`src/rtl/arc4_pkg.sv`:
```
// rtl/arc4_pkg.sv - shared state type, S-memory owner codes and printable-byte test for the key search
package arc4_pkg;

   typedef enum logic [3:0] {
      ST_IDLE,
      ST_LEN_REQ,
      ST_LEN_GET,
      ST_INIT_GO,
      ST_INIT_WAIT,
      ST_KSA_GO,
      ST_KSA_WAIT,
      ST_PRGA_GO,
      ST_PRGA_WAIT,
      ST_SCAN_REQ,
      ST_SCAN_GET,
      ST_NEXT,
      ST_DONE
   } crack_state_t;

   localparam logic [1:0] S_SEL_INIT = 2'd0;
   localparam logic [1:0] S_SEL_KSA  = 2'd1;
   localparam logic [1:0] S_SEL_PRGA = 2'd2;

   localparam logic [7:0] PRINT_LO = 8'h20;
   localparam logic [7:0] PRINT_HI = 8'h7E;

   function automatic logic is_printable(input logic [7:0] b);
      return (b >= PRINT_LO) && (b <= PRINT_HI);
   endfunction

endpackage

```
`src/rtl/arc4_crack_ctrl.sv`:
```
// rtl/arc4_crack_ctrl.sv - ARC4 key-search sequencer (init -> ksa -> prga -> printable check per key)
// Build option CRACK_SNOOP_CHECK_EN: judge plaintext from the prga write snoop instead of a pt read-back scan.
module arc4_crack_ctrl
   import arc4_pkg::*;
#(
   parameter logic [23:0] KEY_FIRST = 24'h000000,
   parameter logic [23:0] KEY_LAST  = 24'hFFFFFF,
   parameter logic [23:0] KEY_STEP  = 24'h000001
) (
   input  logic        clk,
   input  logic        rst_n,
   input  logic        en,
   output logic        rdy,
   output logic [23:0] key,
   output logic        key_valid,
   output logic [23:0] key_cur,
   output logic        init_en,
   output logic        ksa_en,
   output logic        prga_en,
   input  logic        init_rdy,
   input  logic        ksa_rdy,
   input  logic        prga_rdy,
   output logic [1:0]  s_sel,
   output logic        ct_sel,
   output logic        pt_sel,
   output logic [7:0]  ct_addr,
   input  logic [7:0]  ct_rddata,
   output logic [7:0]  pt_addr,
   input  logic [7:0]  pt_rddata,
   input  logic        pt_wren_snoop,
   input  logic [7:0]  pt_wrdata_snoop
);

   crack_state_t r_state, w_state_nxt;
   logic [23:0]  r_key_cur, w_key_cur_nxt;
   logic [23:0]  r_key, w_key_nxt;
   logic         r_key_valid, w_key_valid_nxt;
   logic [7:0]   r_len, w_len_nxt;
   logic         r_armed, w_armed_nxt;
   logic [24:0]  w_sum;
`ifdef CRACK_SNOOP_CHECK_EN
   logic         r_bad, w_bad_nxt;
   logic         w_unused;
   assign w_unused = ^{pt_rddata, r_len};
   assign pt_addr  = 8'd0;
`else
   logic [7:0]   r_idx, w_idx_nxt;
   logic         w_unused;
   assign w_unused = ^{pt_wren_snoop, pt_wrdata_snoop};
   assign pt_addr  = pt_sel ? r_idx : 8'd0;
`endif

   assign key       = r_key;
   assign key_valid = r_key_valid;
   assign key_cur   = r_key_cur;
   assign ct_addr   = 8'd0;

   always_ff @(posedge clk or negedge rst_n) begin
      if (!rst_n) begin
         r_state     <= ST_IDLE;
         r_key_cur   <= '0;
         r_key       <= '0;
         r_key_valid <= 1'b0;
         r_len       <= '0;
         r_armed     <= 1'b0;
`ifdef CRACK_SNOOP_CHECK_EN
         r_bad       <= 1'b0;
`else
         r_idx       <= '0;
`endif
      end else begin
         r_state     <= w_state_nxt;
         r_key_cur   <= w_key_cur_nxt;
         r_key       <= w_key_nxt;
         r_key_valid <= w_key_valid_nxt;
         r_len       <= w_len_nxt;
         r_armed     <= w_armed_nxt;
`ifdef CRACK_SNOOP_CHECK_EN
         r_bad       <= w_bad_nxt;
`else
         r_idx       <= w_idx_nxt;
`endif
      end
   end

   always_comb begin
      w_state_nxt     = r_state;
      w_key_cur_nxt   = r_key_cur;
      w_key_nxt       = r_key;
      w_key_valid_nxt = r_key_valid;
      w_len_nxt       = r_len;
      w_armed_nxt     = r_armed;
      rdy             = 1'b0;
      init_en         = 1'b0;
      ksa_en          = 1'b0;
      prga_en         = 1'b0;
      s_sel           = S_SEL_INIT;
      ct_sel          = 1'b0;
      pt_sel          = 1'b0;
      w_sum           = {1'b0, r_key_cur} + {1'b0, KEY_STEP};
`ifdef CRACK_SNOOP_CHECK_EN
      w_bad_nxt       = r_bad;
`else
      w_idx_nxt       = r_idx;
`endif
      case (r_state)
         ST_IDLE: begin
            rdy = 1'b1;
            if (en) begin
               w_key_cur_nxt   = KEY_FIRST;
               w_key_valid_nxt = 1'b0;
               w_state_nxt     = ST_LEN_REQ;
            end
         end
         ST_LEN_REQ: begin
            ct_sel      = 1'b1;
            w_state_nxt = ST_LEN_GET;
         end
         ST_LEN_GET: begin
            ct_sel      = 1'b1;
            w_len_nxt   = ct_rddata;
            w_state_nxt = ST_INIT_GO;
         end
         // Engine rdy only falls the cycle after its start pulse, so the first WAIT cycle only arms.
         ST_INIT_GO: if (init_rdy) begin
            init_en     = 1'b1;
            w_armed_nxt = 1'b0;
            w_state_nxt = ST_INIT_WAIT;
         end
         ST_INIT_WAIT: begin
            if (!r_armed)     w_armed_nxt = 1'b1;
            else if (init_rdy) w_state_nxt = ST_KSA_GO;
         end
         ST_KSA_GO: begin
            s_sel = S_SEL_KSA;
            if (ksa_rdy) begin
               ksa_en      = 1'b1;
               w_armed_nxt = 1'b0;
               w_state_nxt = ST_KSA_WAIT;
            end
         end
         ST_KSA_WAIT: begin
            s_sel = S_SEL_KSA;
            if (!r_armed)     w_armed_nxt = 1'b1;
            else if (ksa_rdy) w_state_nxt = ST_PRGA_GO;
         end
         ST_PRGA_GO: begin
            s_sel = S_SEL_PRGA;
`ifdef CRACK_SNOOP_CHECK_EN
            w_bad_nxt = 1'b0;
`endif
            if (prga_rdy) begin
               prga_en     = 1'b1;
               w_armed_nxt = 1'b0;
               w_state_nxt = ST_PRGA_WAIT;
            end
         end
         ST_PRGA_WAIT: begin
            s_sel = S_SEL_PRGA;
`ifdef CRACK_SNOOP_CHECK_EN
            w_bad_nxt = r_bad | (pt_wren_snoop & ~is_printable(pt_wrdata_snoop));
`endif
            if (!r_armed) begin
               w_armed_nxt = 1'b1;
            end else if (prga_rdy) begin
`ifdef CRACK_SNOOP_CHECK_EN
               if (w_bad_nxt) begin
                  w_state_nxt = ST_NEXT;
               end else begin
                  w_key_valid_nxt = 1'b1;
                  w_state_nxt     = ST_DONE;
               end
`else
               if (r_len == 8'd0) begin
                  w_key_valid_nxt = 1'b1;
                  w_state_nxt     = ST_DONE;
               end else begin
                  w_idx_nxt   = 8'd0;
                  w_state_nxt = ST_SCAN_REQ;
               end
`endif
            end
         end
`ifndef CRACK_SNOOP_CHECK_EN
         ST_SCAN_REQ: begin
            pt_sel      = 1'b1;
            w_state_nxt = ST_SCAN_GET;
         end
         ST_SCAN_GET: begin
            pt_sel = 1'b1;
            if (!is_printable(pt_rddata)) begin
               w_state_nxt = ST_NEXT;
            end else if (r_idx == r_len - 8'd1) begin
               w_key_valid_nxt = 1'b1;
               w_state_nxt     = ST_DONE;
            end else begin
               w_idx_nxt   = r_idx + 8'd1;
               w_state_nxt = ST_SCAN_REQ;
            end
         end
`endif
         // Sum is one bit wider so a step past 24'hFFFFFF ends the search instead of wrapping.
         ST_NEXT: begin
            if (w_sum > {1'b0, KEY_LAST}) begin
               w_state_nxt = ST_DONE;
            end else begin
               w_key_cur_nxt = w_sum[23:0];
               w_state_nxt   = ST_INIT_GO;
            end
         end
         ST_DONE: begin
            w_key_nxt   = r_key_cur;
            w_state_nxt = ST_IDLE;
         end
         default: w_state_nxt = ST_IDLE;
      endcase
   end

endmodule
```
`config.mk`:
```
export PLATFORM = sky130hd
export DESIGN_NAME = arc4_crack_ctrl
export DESIGN_NICKNAME = d
export VERILOG_FILES = /design/src/rtl/arc4_pkg.sv /design/src/rtl/arc4_crack_ctrl.sv
export SDC_FILE = /design/constraint.sdc
export NUM_CORES = 1
export LEC_CHECK = 0
export ABC_AREA = 1
export CAP_MARGIN = 20
export CORE_UTILIZATION = 25
export CTS_BUF_LIST = sky130_fd_sc_hd__clkbuf_8
export CTS_CLUSTER_DIAMETER = 100
export DETAILED_ROUTE_END_ITERATION = 8
export PLACE_DENSITY = 0.58
export SLEW_MARGIN = 10
export SYNTH_ARGS = -nofsm -noshare
export SYNTH_HDL_FRONTEND = slang
export SYNTH_SLANG_ARGS = --single-unit
```
`constraint.sdc`:
```
create_clock -name clk -period 2.7 [get_ports clk]
set_input_delay 0.54 -clock clk [delete_from_list [all_inputs] [get_ports clk]]
set_output_delay 0.54 -clock clk [all_outputs]
set_load 0.01 [all_outputs]
```
; ---- Yosys cells after proc, flatten, opt, wreduce, memory -nomap -nowiden
; Index checks and enable logic that the tools add are counted.
[word_totals]
ff_bits = 70
input_bits = 31
word_cells = 105
[op_classes]
n_addsub = 3
magnitude_cmp = 3
eq_ne = 29
n_mux = 46
n_reduce_logical = 17
[op_table]
columns = operator, count
row1 = $mux 24, 2
row2 = $mux 8, 6
row3 = $pmux 24 s2, 1
row4 = $pmux 4 s12, 1
row5 = $mux 4, 11
row6 = $ne 2x2->1 const B, 16
row7 = $add 24x1->25 const B, 1
row8 = $gt 25x24->1 const B, 1
row9 = $eq 4x4->1 const B, 5
row10 = $mux 1, 18
row11 = $eq 4x3->1 const B, 4
row12 = $pmux 8 s2, 1
row13 = $reduce_and 10->1, 1
row14 = $mux 3, 3
row15 = $add 8x1->8 const B, 1
row16 = $eq 4x2->1 const B, 2
row17 = $eq 8x8->1, 1
row18 = $ge 8x6->1 const B, 1
row19 = $le 8x7->1 const B, 1
row20 = $logic_not 8->1, 1
row21 = $reduce_or 2->1, 4
row22 = $sub 8x1->8 const B, 1
row23 = $reduce_and 7->1, 1
row24 = $reduce_and 6->1, 1
row25 = other kinds (12), 13

; ---- Depth between registers and ports, before layout
; Gate-level depths: netlist of run 1.
[depth]
depth_word = 5
ltp_mapped = 18
ltp_nobuf = 17

; ---- Worst setup path after synthesis of run 1
; Ideal clock, no wire load.
[synth_path]
kind = flip-flop to flip-flop
from = reg r_key_cur[1], in the netlist key_cur[1]
to = reg r_key_cur[23], in the netlist key_cur[23]
setup_ns = 0.117
t_arrival_ns = 2.113
slack_ns = 0.470
stages_incl_launch_ff = 16
n_path_buf = 1
path_cell_list = dfrtp_1 ha_1 nand2_2 nor2_4 nand2_1 nor2_2 nand2_1 xor2_1 nand2_1 nor2_1 nand3_2 nand3_2 nand2_4 buf_2 nand3_1 nand2_1
[synth_between]
elab_chain_cells = 4
elab_cells_between_ends = 6
classes_between = 1 x add/sub / 1 x order compare / 1 x eq/ne / 2 x mux / 1 x reduce/logical
[synth_lines]
columns = item, line
row1 = from (decl), arc4_crack_ctrl.sv:35  ; logic [23:0] r_key_cur, w_key_cur_nxt;
row2 = from (signal assigned), arc4_crack_ctrl.sv:73  ; r_key_cur <= w_key_cur_nxt;
row3 = $add 24x1->25 *, arc4_crack_ctrl.sv:100  ; w_sum = {1'b0, r_key_cur} + {1'b0, KEY_STEP};
row4 = $gt 25x24->1, arc4_crack_ctrl.sv:204  ; if (w_sum > {1'b0, KEY_LAST}) begin
row5 = $ne 2x2->1 (no line), -
row6 = $reduce_and 3->1 (no line), -
; Mark *: on every way between the ends. The rest lies on a longest branch, timed or not. The select of a mux whose other input is x is not followed.
; A chain may end at the register's enable or synchronous reset.

; ---- Final worst setup path of run 1
[layout_path]
from = reg r_state[3]
to = out init_en
[layout_between]
elab_chain_cells = 2
[layout_lines]
columns = item, line
row1 = from (decl), arc4_crack_ctrl.sv:34  ; crack_state_t r_state, w_state_nxt;
row2 = from (signal assigned), arc4_crack_ctrl.sv:72  ; r_state <= w_state_nxt;
row3 = $eq 4x2->1, arc4_crack_ctrl.sv:106  ; case (r_state)
row4 = $mux 1, arc4_crack_ctrl.sv:106
row5 = to (decl), arc4_crack_ctrl.sv:17  ; output logic init_en,
; Every way passes these cells.

==> impl_metrics.toml, run 1 <==
[layout]
most-common-layout-cells = "nand2_1 (172), nor2_1 (98), clkdlybuf4s50_1 (82)"
syn_to_final_growth_pct = 31.2
finalNetCount = 767
drive_gt1_share_pct = 8.70
diodes = 0
final_area_um2 = 5790
final_common_cell = "nand2_1"

[sta]
setup_viol = 0
hold_violations = 0
fmax_mhz = 388
skew_ps = 13.1
tightest_slew_ps = 780
final.period_utilization_pct = 95.3
relSlewSlack_pct = 47.9
period_minus_slack_ps = 2570
drv_slew = 0
holdWs_ps = 175
fin_ws_ps = 126

[drt]
met1Wirelength_mm = 6.03
postRouteAntennaNets = 0
wl_met3_um = 680
drt_wl_total_mm = 12.5
vias = 4178
drt_pass1_iterations = 5
wl_met2_mm = 5.66
drtIter0Drc = 316
highest_layer = "met4"
routed_via_density = 4.35
post_drt_wl_per_cell_um = 13.0
drc_errors = 0

[global_route]
grtUsageTotal_pct = 14.4
grt_pass1_wl_mm = 20.3
grt_pass1_vias = 3958
antenna_found_initial = 0
overflow = 0
grt_max_degree = 49

[floorplanning]
pin_count = 104
rows = 48
start_util_pct = 25.5
die_w_um = 135
die-area_um2 = 18200
die_h_um = 135
core_um2 = 17300

[logic_synthesis]
synth_area_um2 = 4420
synth_top_family_by_area = "simple AND/OR/NAND/NOR gates"
syn_inst = 633
synthAdderAreaFrac_pct = 1.42
synth.distinct_cells = 32
async_flop_share_pct = 100
synth_compound_area_share_pct = 7.48
synthFlopType = "dfrtp_1"
synth_warnings = 0
synth_edf_count = 0
synth_xor_area_share_pct = 4.76
ys_seq_area_share_pct = 39.7
ys_ff_latch = 70
synthMuxAreaShare_pct = 1.79
synth_area_per_cell_um2 = 6.98
synth-simple-area-share_pct = 34.9

[cts]
clockBufferDepth = 2
numCtsBuffers = 9
clock-sinks = 70
tritoncts = "done"
htreeDepth = 3
clk_latency_ps = 360
clk_pin_slew_worst_paths_ps = 80
cts-root-buf = "clkbuf_8"
postCtsHoldBufs = 0

[critical_path]
path_buf_inv = 4
worst_ep_required_time_ps = 2160
worst-setup-path-type = "reg2out"
crit_slowest_cell = "clkdlybuf4s50_1"
cp-start-kind = "flip-flop"
path_common_cell = "nor2_1"
cp_max_fo = 6
max_stage_delay_ps = 540
crit_chain = "buf_4 -> nor2_1 -> inv_1 -> nor2_1 -> inv_1 -> nor2_1 -> clkdlybuf4s50_1"
cp.arrival_ps = 2030
crit_family = "buffers and inverters"
crit_path_end_kind = "primary output"

[place]
place_ws_ps = 92.2
finalWeightedCongestion = 0.853
io_buffers = 86
hpwl_mm = 9.35
dpl_cell_area_um2 = 5560

[pwr]
p_per_area_nw_per_um2 = 623
vdd.ir_drop.worst_uv = 304
total_power_w = 0.00361
p_leak_nw = 2.59

[run]
maxCapViolCount = 0

[worst_hold_path]
hold_path.class = "in2async"

[outcome]
status = "completed"
## routing by layer
metal,vias to the layer above,global-route usage (%)
met4,0,4.37
met3,13,3.83
met5,-,0
li1,2183,-
met2,104,22.9
met1,1878,18.9
## logic make-up (layout without fill, tap and decap cells)
logic type	Yosys count	after routing
other cells	1	8
fa+ha+maj	5	5
mux	7	7
xor+xnor	24	24
buf+inv	102	198
simple gates	363	363
flops	70	70
compound gates	61	61
## sequential cells by signal (all words and copies together) (netlist names)
signal     count
r_len          8
key_valid      1
r_state        4
key           24
r_idx          8
r_armed        1
key_cur       24
## timing repair
| action | CTS | global route |
|---|---|---|
| endpoints found under the setup margin | 0 | 33 |
| hold endpoints to repair | 0 | 0 |
| resized for setup | 0 | 11 |
| buffers inserted | 0 | 5 |
## final cells by class
type	count	area, µm²
well taps	225	282
repair buffers	104	1020
clock inverters	6	30.0
inverters	78	293
fillers	1901	11500
clock buffers	10	138
flip-flops and latches	70	1750
multi-input cells	468	2270
## metrics by stage
stage,utilization (%),std cells,TNS [ps]
floorplan,-,640,0
global placement,32.1,940,0
finish,33.5,961,0
CTS,33.1,956,0
detailed placement,32.1,940,0
global route,33.5,961,-2.29
## final timing paths
path | start | slack [ps] | depth (start not counted) | to
hold reg to reg | key[4] | 490 | 2 | key[4]
setup / recovery | r_state[3] | 130 | 7 | init_en
min in group clk | key[4] | 490 | 2 | key[4]
hold / removal | rst_n | 180 | 1 | r_len[3]
max in group asynchronous | rst_n | 1840 | 2 | key[16]
setup reg to reg | key_cur[3] | 180 | 14 | key_cur[14]
## power breakdown
group | total (W) | switching (W) | internal [W]
sequential | 0.00128 | 0.000106 | 0.00118
combinational | 0.00158 | 0.000990 | 0.000589
clock | 0.000745 | 0.000399 | 0.000347
## cells in the mapped netlist (2+ instances only)
cell type / number / share of area [%]
nand4_1: 10 / 1.4
nand3_2: 2 / 0.45
nor2_1: 99 / 8.4
inv_1: 78 / 6.6
dfrtp_1: 70 / 40
a21oi_1: 20 / 2.3
or2_2: 2 / 0.28
buf_2: 4 / 0.45
o31ai_1: 4 / 0.68
xnor2_1: 4 / 0.79
nand3_1: 55 / 6.2
xor2_1: 20 / 4.0
ha_1: 5 / 1.4
mux2_2: 7 / 1.8
nor2_4: 2 / 0.51
nand2_2: 3 / 0.43
nor3_1: 7 / 0.79
nor2_2: 7 / 0.99
buf_6: 2 / 0.51
o21ai_0: 32 / 3.6
nand2_1: 173 / 15
clkbuf_1: 8 / 0.68
nand2_4: 2 / 0.51
buf_4: 9 / 1.5
No activity file was read; power rests on OpenSTA's default activity.
==> inputs of run 2 (changes only) <==
- HOLD_SLACK_MARGIN: unset -> 0.1
==> results of run 2 <==
Final layout, timing and power as in run 1 (identical DEF).
